`src/rtl/ht_serial_rx_pkg.sv`:
```
// Shared definitions for the HT 3-wire serial link (receiver and transmitter).
package ht_serial_rx_pkg;

  localparam int unsigned HT_DATA_W   = 16;
  localparam int unsigned HT_SCLK_DIV = 50;  // clk_50m cycles per SCLK period, 25 high

  typedef enum logic [1:0] {
    ST_IDLE    = 2'd0,
    ST_SHIFT   = 2'd1,
    ST_WAIT_HI = 2'd2
  } ht_state_t;

endpackage

```
`src/rtl/ht_serial_rx_if.sv`:
```
// HT serial link wires plus the receiver's word/status outputs.
interface ht_serial_rx_if
  import ht_serial_rx_pkg::*;
#(
  parameter int unsigned DATA_W = HT_DATA_W
);

  logic              HT_SCLK;
  logic              HT_SLOAD;
  logic              HT_SDATA;
  logic [DATA_W-1:0] Data_Recv;
  logic              data_valid;
  logic              frame_err;
  logic              timeout_err;
  logic              busy;

  modport master (
    output HT_SCLK, HT_SLOAD, HT_SDATA,
    input  Data_Recv, data_valid, frame_err, timeout_err, busy
  );

  modport slave (
    input  HT_SCLK, HT_SLOAD, HT_SDATA,
    output Data_Recv, data_valid, frame_err, timeout_err, busy
  );

endinterface

```
`src/rtl/ht_serial_rx_sync_edge.sv`:
```
// Multi-stage synchronizer for one idle-high wire, with registered rise/fall pulses.
// The level output is taken from the edge-detect FF so it is aligned with the pulses.
module ht_sync_edge #(
  parameter int unsigned SYNC_STAGES = 2
) (
  input  logic clk,
  input  logic rst,
  input  logic din,
  output logic level,
  output logic rise,
  output logic fall
);

  logic [SYNC_STAGES-1:0] sync_q;
  logic                   last_q;
  logic                   rise_q;
  logic                   fall_q;

  // Synchronizer chain, delayed copy and edge pulses; reset to the idle-high level
  always_ff @(posedge clk) begin
    if (rst) begin
      sync_q <= '1;
      last_q <= 1'b1;
      rise_q <= 1'b0;
      fall_q <= 1'b0;
    end else begin
      sync_q <= {sync_q[SYNC_STAGES-2:0], din};
      last_q <= sync_q[SYNC_STAGES-1];
      rise_q <= sync_q[SYNC_STAGES-1] & ~last_q;
      fall_q <= ~sync_q[SYNC_STAGES-1] & last_q;
    end
  end

  assign level = last_q;
  assign rise  = rise_q;
  assign fall  = fall_q;

endmodule

```
`src/rtl/ht_serial_rx.sv`:
```
// HT serial receiver: deserializes 16-bit MSB-first frames framed by HT_SLOAD low,
// flags wrong-length frames and SCLK stalls inside a frame.
module ht_serial_rx
  import ht_serial_rx_pkg::*;
#(
  parameter int unsigned DATA_W      = HT_DATA_W,
  parameter int unsigned SYNC_STAGES = 2,
  parameter int unsigned TIMEOUT_CYC = 1023
) (
  input logic          clk_50m,
  input logic          rst,
  ht_serial_rx_if.slave ht
);

  localparam int unsigned BCW    = $clog2(DATA_W + 2);
  localparam int unsigned TCW    = $clog2(TIMEOUT_CYC);
  localparam int unsigned SETTLE = SYNC_STAGES + 1;
  localparam int unsigned SCW    = $clog2(SETTLE + 1);

  localparam logic [BCW-1:0] BIT_FULL = BCW'(DATA_W);
  localparam logic [BCW-1:0] BIT_SAT  = BCW'(DATA_W + 1);
  localparam logic [TCW-1:0] TCNT_END = TCW'(TIMEOUT_CYC - 1);
  localparam logic [SCW-1:0] SET_END  = SCW'(SETTLE);

  logic sclk_rise, sload_lvl, sload_rise, sload_fall, sdata_lvl;
  logic sclk_lvl_unused, sclk_fall_unused, sdata_rise_unused, sdata_fall_unused;

  ht_state_t         state_q, state_d;
  logic [DATA_W-1:0] shift_q, shift_nx;
  logic [BCW-1:0]    bitcnt_q, bitcnt_nx;
  logic [TCW-1:0]    tcnt_q;
  logic [SCW-1:0]    settle_q;
  logic              armed_q;
  logic [DATA_W-1:0] data_q;
  logic              valid_q, ferr_q, terr_q;
  logic              shift_en, good_close, bad_close, tmo_hit, busy_c;

  ht_sync_edge #(.SYNC_STAGES(SYNC_STAGES)) u_sync_sclk (
    .clk(clk_50m), .rst(rst), .din(ht.HT_SCLK),
    .level(sclk_lvl_unused), .rise(sclk_rise), .fall(sclk_fall_unused)
  );

  ht_sync_edge #(.SYNC_STAGES(SYNC_STAGES)) u_sync_sload (
    .clk(clk_50m), .rst(rst), .din(ht.HT_SLOAD),
    .level(sload_lvl), .rise(sload_rise), .fall(sload_fall)
  );

  ht_sync_edge #(.SYNC_STAGES(SYNC_STAGES)) u_sync_sdata (
    .clk(clk_50m), .rst(rst), .din(ht.HT_SDATA),
    .level(sdata_lvl), .rise(sdata_rise_unused), .fall(sdata_fall_unused)
  );

  // Arming: after reset the synchronizers reload 1, so a still-low SLOAD would fake a
  // falling edge; only accept frames once the settled SLOAD level has been seen high.
  always_ff @(posedge clk_50m) begin
    if (rst) begin
      settle_q <= '0;
      armed_q  <= 1'b0;
    end else begin
      if (settle_q != SET_END) settle_q <= settle_q + 1'b1;
      if (settle_q == SET_END && sload_lvl) armed_q <= 1'b1;
    end
  end

  // FSM state register
  always_ff @(posedge clk_50m) begin
    if (rst) state_q <= ST_IDLE;
    else     state_q <= state_d;
  end

  // FSM next-state logic
  always_comb begin
    state_d = state_q;
    unique case (state_q)
      ST_IDLE:    if (sload_fall && armed_q) state_d = ST_SHIFT;
      ST_SHIFT: begin
        if (sload_rise)   state_d = ST_IDLE;
        else if (tmo_hit) state_d = ST_WAIT_HI;
      end
      ST_WAIT_HI: if (sload_rise) state_d = ST_IDLE;
      default:    state_d = ST_IDLE;
    endcase
  end

  // FSM outputs: shift/count decode and frame-close classification.
  // A bit arriving in the same cycle as the SLOAD rise is folded in before the length check.
  always_comb begin
    busy_c     = (state_q != ST_IDLE);
    shift_en   = (state_q == ST_SHIFT) && sclk_rise && (!sload_lvl || sload_rise);
    shift_nx   = shift_en ? {shift_q[DATA_W-2:0], sdata_lvl} : shift_q;
    bitcnt_nx  = (shift_en && bitcnt_q != BIT_SAT) ? bitcnt_q + 1'b1 : bitcnt_q;
    good_close = (state_q == ST_SHIFT) && sload_rise && (bitcnt_nx == BIT_FULL);
    bad_close  = (state_q == ST_SHIFT) && sload_rise && (bitcnt_nx != BIT_FULL);
    tmo_hit    = (state_q == ST_SHIFT) && !sload_rise && !sclk_rise && (tcnt_q == TCNT_END);
  end

  // Datapath: shift register, bit counter, inactivity counter and registered result pulses
  always_ff @(posedge clk_50m) begin
    if (rst) begin
      shift_q  <= '0;
      bitcnt_q <= '0;
      tcnt_q   <= '0;
      data_q   <= '0;
      valid_q  <= 1'b0;
      ferr_q   <= 1'b0;
      terr_q   <= 1'b0;
    end else begin
      valid_q <= good_close;
      ferr_q  <= bad_close;
      terr_q  <= tmo_hit;
      if (good_close) data_q <= shift_nx;
      if (state_q == ST_IDLE) begin
        bitcnt_q <= '0;
        tcnt_q   <= '0;
      end else if (state_q == ST_SHIFT) begin
        shift_q  <= shift_nx;
        bitcnt_q <= bitcnt_nx;
        if (sclk_rise)               tcnt_q <= '0;
        else if (tcnt_q != TCNT_END) tcnt_q <= tcnt_q + 1'b1;
      end
    end
  end

  assign ht.Data_Recv   = data_q;
  assign ht.data_valid  = valid_q;
  assign ht.frame_err   = ferr_q;
  assign ht.timeout_err = terr_q;
  assign ht.busy        = busy_c;

endmodule
```
`src/flat_wrapper.sv`:
```
// flat-port wrapper written by rule: the top's interface ports become plain ports
module ht_serial_rx_flat import ht_serial_rx_pkg::*;
#(
  parameter int unsigned DATA_W      = HT_DATA_W,
  parameter int unsigned SYNC_STAGES = 2,
  parameter int unsigned TIMEOUT_CYC = 1023
)
  (clk_50m, rst, ht_HT_SCLK, ht_HT_SLOAD, ht_HT_SDATA, ht_Data_Recv, ht_data_valid, ht_frame_err, ht_timeout_err, ht_busy);
  ht_serial_rx_if #(.DATA_W(DATA_W)) ht_i ();
  input logic clk_50m;
  input logic rst;
  input wire logic [$bits(ht_i.HT_SCLK)-1:0] ht_HT_SCLK;
  input wire logic [$bits(ht_i.HT_SLOAD)-1:0] ht_HT_SLOAD;
  input wire logic [$bits(ht_i.HT_SDATA)-1:0] ht_HT_SDATA;
  output wire logic [$bits(ht_i.Data_Recv)-1:0] ht_Data_Recv;
  output wire logic [$bits(ht_i.data_valid)-1:0] ht_data_valid;
  output wire logic [$bits(ht_i.frame_err)-1:0] ht_frame_err;
  output wire logic [$bits(ht_i.timeout_err)-1:0] ht_timeout_err;
  output wire logic [$bits(ht_i.busy)-1:0] ht_busy;
  assign ht_i.HT_SCLK = ht_HT_SCLK;
  assign ht_i.HT_SLOAD = ht_HT_SLOAD;
  assign ht_i.HT_SDATA = ht_HT_SDATA;
  assign ht_Data_Recv = ht_i.Data_Recv;
  assign ht_data_valid = ht_i.data_valid;
  assign ht_frame_err = ht_i.frame_err;
  assign ht_timeout_err = ht_i.timeout_err;
  assign ht_busy = ht_i.busy;
  ht_serial_rx #(.DATA_W(DATA_W), .SYNC_STAGES(SYNC_STAGES), .TIMEOUT_CYC(TIMEOUT_CYC)) u_core (.clk_50m(clk_50m), .rst(rst), .ht(ht_i));
endmodule
```
`config.mk`:
```
export PLATFORM = sky130hd
export DESIGN_NAME = ht_serial_rx_flat
export DESIGN_NICKNAME = d
export VERILOG_FILES = /design/src/rtl/ht_serial_rx_pkg.sv /design/src/rtl/ht_serial_rx_if.sv /design/src/rtl/ht_serial_rx_sync_edge.sv /design/src/rtl/ht_serial_rx.sv /design/src/flat_wrapper.sv
export SDC_FILE = /design/constraint.sdc
export NUM_CORES = 1
export LEC_CHECK = 0
export CAP_MARGIN = 20
export CORE_MARGIN = 8
export CORE_UTILIZATION = 51
export CTS_CLUSTER_DIAMETER = 40
export DETAILED_ROUTE_END_ITERATION = 10
export GPL_TIMING_DRIVEN = 0
export PLACE_DENSITY = 0.74
export SYNTH_ARGS = -nofsm -noshare
export SYNTH_HDL_FRONTEND = slang
export SYNTH_HIERARCHICAL = 1
export SYNTH_SLANG_ARGS = --single-unit
```
`constraint.sdc`:
```
create_clock -name clk_50m -period 2.1 [get_ports clk_50m]
set_input_delay 0.42 -clock clk_50m [delete_from_list [all_inputs] [get_ports clk_50m]]
set_output_delay 0.42 -clock clk_50m [all_outputs]
set_load 0.1 [all_outputs]
```
==> results.md, run 1 <==
* Crit-path most repeated cell: nor3_4
* Hold EP: u_core/u_sync_sclk/rise
* Pleak at 1.29 nW
* Largest net degree at the start of global routing at 16
* CP Max Fanout at 6
* Reg2reg start: u_core/bitcnt_q[1]
* First drt pass iteration count at 6
* Crit path cell chain: inv_1 > ha_1 > nor4bb_4 > nor3_4 > mux2i_2 > nor3_4 > buf_4 > mux2_2
* F_max at 504 MHz
* DIE AREA at 7920 um^2
* Area Overhead vs Synth at 19.9%
* Hold Crit Class: flip-flop to flip-flop
* Hpwl dp at 3.38 mm
* Synth Cell Area at 2720 um^2
* Tmin final at 1.98 ns
* Total track usage at 13.6%
* Pins over their slew limit at 0
* Via count at 2020
* DIE HEIGHT at 89.0 um
* Crit path kind: flip-flop to flip-flop
* Row count at 26
* Post-CTS Hold Buffers at 0
* Fin cells at 397
* Hold Path Depth at 1
* Final-stage net count at 334
* RSZ-0062 raised after global routing: false
* GRT overflow at 0
* Final Util at 63.4%
* Placed insts at 381
* Routability cong. at 0.849
* Yosys warns at 6
* CTS Buf Count at 9
* DP Worst Slack at -0.431 ns
* H-tree depth at 3
* WP data required at 2.31 ns
* Avg Cell Area, Syn at 9.47 um^2
* Final Hold Vio Count at 0
* Clock Skew at 0.00819 ns
* CTS tree: done
* Met1 Usage GRT at 15.8%
* R2r setup slk at 0.12 ns
* Clk pin slew, worst setup/hold paths at 0.07 ns
* Iter 0 DRT Violations at 103
* Clock buffer depth at 2
* Arr. time, crit path at 2.20 ns
* Setup TNS at 0 ns
* Max stage delay on crit path at 0.37 ns
* Nature of the critical path endpoint: flip-flop
* Clock Sinks at 67
* Initial antenna violation count at 0
* Max_slew headroom at 36.1%
* Worst reg-to-reg path cell count at 8
* Final worst setup slack at 0.118 ns
* Post-Route WL at 4.92 mm
* Residual DRC count at 0
* M2 GR Usage at 22.1%
* Status: complete, no violations
* Initial Utilization at 52.9%
* Startpoint types: flip-flop
* Via/cell ratio at 5.09
* CP max stage cell: dfxtp_2
* First-pass GRT wire length at 8.45 mm
* Core area at 5140 um^2
* Min-delay src: u_core/u_sync_sclk/level
* Diodes inserted at 0
* Vias in the first global route at 1946
* Share of post-route cells with drive strength above 1 at 16.8%
* Wirelength per Cell at 12.4 um
* Die Span X at 89.0 um
* PortBufs at 24
* Power Density at 743 nW/um^2
* Max VDD drop at 0.510 mV
* GR peak layer: met2
* Actual slew at the worst max-slew pin at 0.962 ns
* Met3 usage in global routing at 4.32%
* Syn nets at 297
* Max-cap violations at 0
* Root Driver: clkbuf_8
* Worst skew pair latency at 0.32 ns
* Final worst-path cycle share at 94.4%
* I/O pin count at 25
* # setup viols final at 0
* Mapped Cells at 287
* Fillers at 472
* Antenna Nets Post-Route at 0
* Reg2reg end: u_core/ht.Data_Recv[3]
* Total power draw at 0.00242 W
[sequential cells by signal, summed over array words and instances, names as in the netlist, 2 cells and up]
signal / count
u_core/bitcnt_q: 5
u_core/u_sync_sdata/sync_q: 2
u_core/tcnt_q: 10
u_core/shift_q: 16
u_core/u_sync_sclk/sync_q: 2
u_core/ht.Data_Recv: 16
u_core/u_sync_sload/sync_q: 2
u_core/state_q: 2
u_core/settle_q: 2
[metal layers]
metal	wire length (um)	up-vias
li1	-	1042
met1	2440	950
met2	2300	26
met3	155	2
met4	26	0
met5	0	-
[what timing repair did]
action,4_1_cts,5_1_grt
endpoints found under the hold margin,0,0
setup endpoints to repair,36,26
setup buffers,1,1
pin swaps,1,3
resized for setup,26,12
[area by class of cell]
type                            instances  area (um^2)  area share, %
Clock buffer                           12          165           5.07
Buffer                                 13         63.8           1.96
Inverter                                4         15.0          0.460
Clock inverter                          2         35.0           1.07
Multi-Input combinational cell        203         1320           40.5
Timing Repair Buffer                   26          229           7.02
Sequential cell                        67         1350           41.3
Tap cell                               70         87.6           2.69
[through the flow]
stage / cell area, um^2 / hold slack [ns]
2_1_floorplan: 2720 / 0.371
3_3_place_gp: 3050 / 0.382
5_1_grt: 3260 / 0.413
4_1_cts: 3230 / 0.406
6_report: 3260 / 0.397
3_5_place_dp: 3050 / 0.393
[report_power, final]
part           switching (W)   total, W  leakage (nW)  internal [W]
Combinational      0.0000363  0.0000634         0.639     0.0000271
Clock               0.000428    0.00106         0.104      0.000631
Sequential        0.00000964    0.00130         0.544       0.00129
[critical path, delay by kind of cell, from the launching register on]
kind / cells / cell delay, ns
adder cells (fa/ha/maj): 1 / 0.17
buffers and inverters: 2 / 0.23
flip-flops: 1 / 0.37
multiplexers: 2 / 0.64
AND/OR/NAND/NOR: 3 / 0.47
[layout by cell type, fill, tap and decap left out, types with 2 or more instances in the layout]
cell type / instances
a211oi_1: 2
a21oi_1: 22
a22oi_1: 3
buf_2: 2
buf_4: 3
clkbuf_1: 6
clkbuf_2: 4
clkbuf_8: 12
clkdlybuf4s50_1: 4
dfxtp_1: 64
dfxtp_2: 3
dlygate4sd2_1: 19
ha_1: 4
inv_1: 4
mux2_2: 17
mux2i_1: 2
nand2_1: 42
nand2b_1: 2
nand3_1: 5
nand4_1: 3
nor2_1: 20
nor2b_1: 19
nor3_1: 9
nor3_4: 2
nor3b_1: 3
nor4_1: 2
nor4b_1: 3
o21ai_0: 3
or2_1: 9
or3_1: 3
xnor2_1: 6
xor2_1: 4
[how the worst max path moves through the flow]
| stage | slack, ns | from | cells after the start | end |
|---|---|---|---|---|
| after floorplan | 0.03 | u_core/bitcnt_q[0] | 7 | u_core/ht.Data_Recv[10] |
| after global placement | -0.44 | u_core/state_q[0] | 4 | ht_busy |
| after detailed placement | -0.43 | u_core/state_q[0] | 4 | ht_busy |
| after CTS | 0.02 | u_core/bitcnt_q[1] | 8 | u_core/ht.Data_Recv[3] |
| after global routing | 0.00007 | u_core/bitcnt_q[2] | 7 | u_core/ht.Data_Recv[14] |
| final | 0.12 | u_core/bitcnt_q[1] | 8 | u_core/ht.Data_Recv[3] |
Note: power is estimated with default switching activity, not from simulation.
==> run 2, diff against run 1 <==
- CTS_CLUSTER_DIAMETER: 40 -> 200
==> results of run 2 <==
No change in the layout: final DEF, timing and power equal those of run 1.
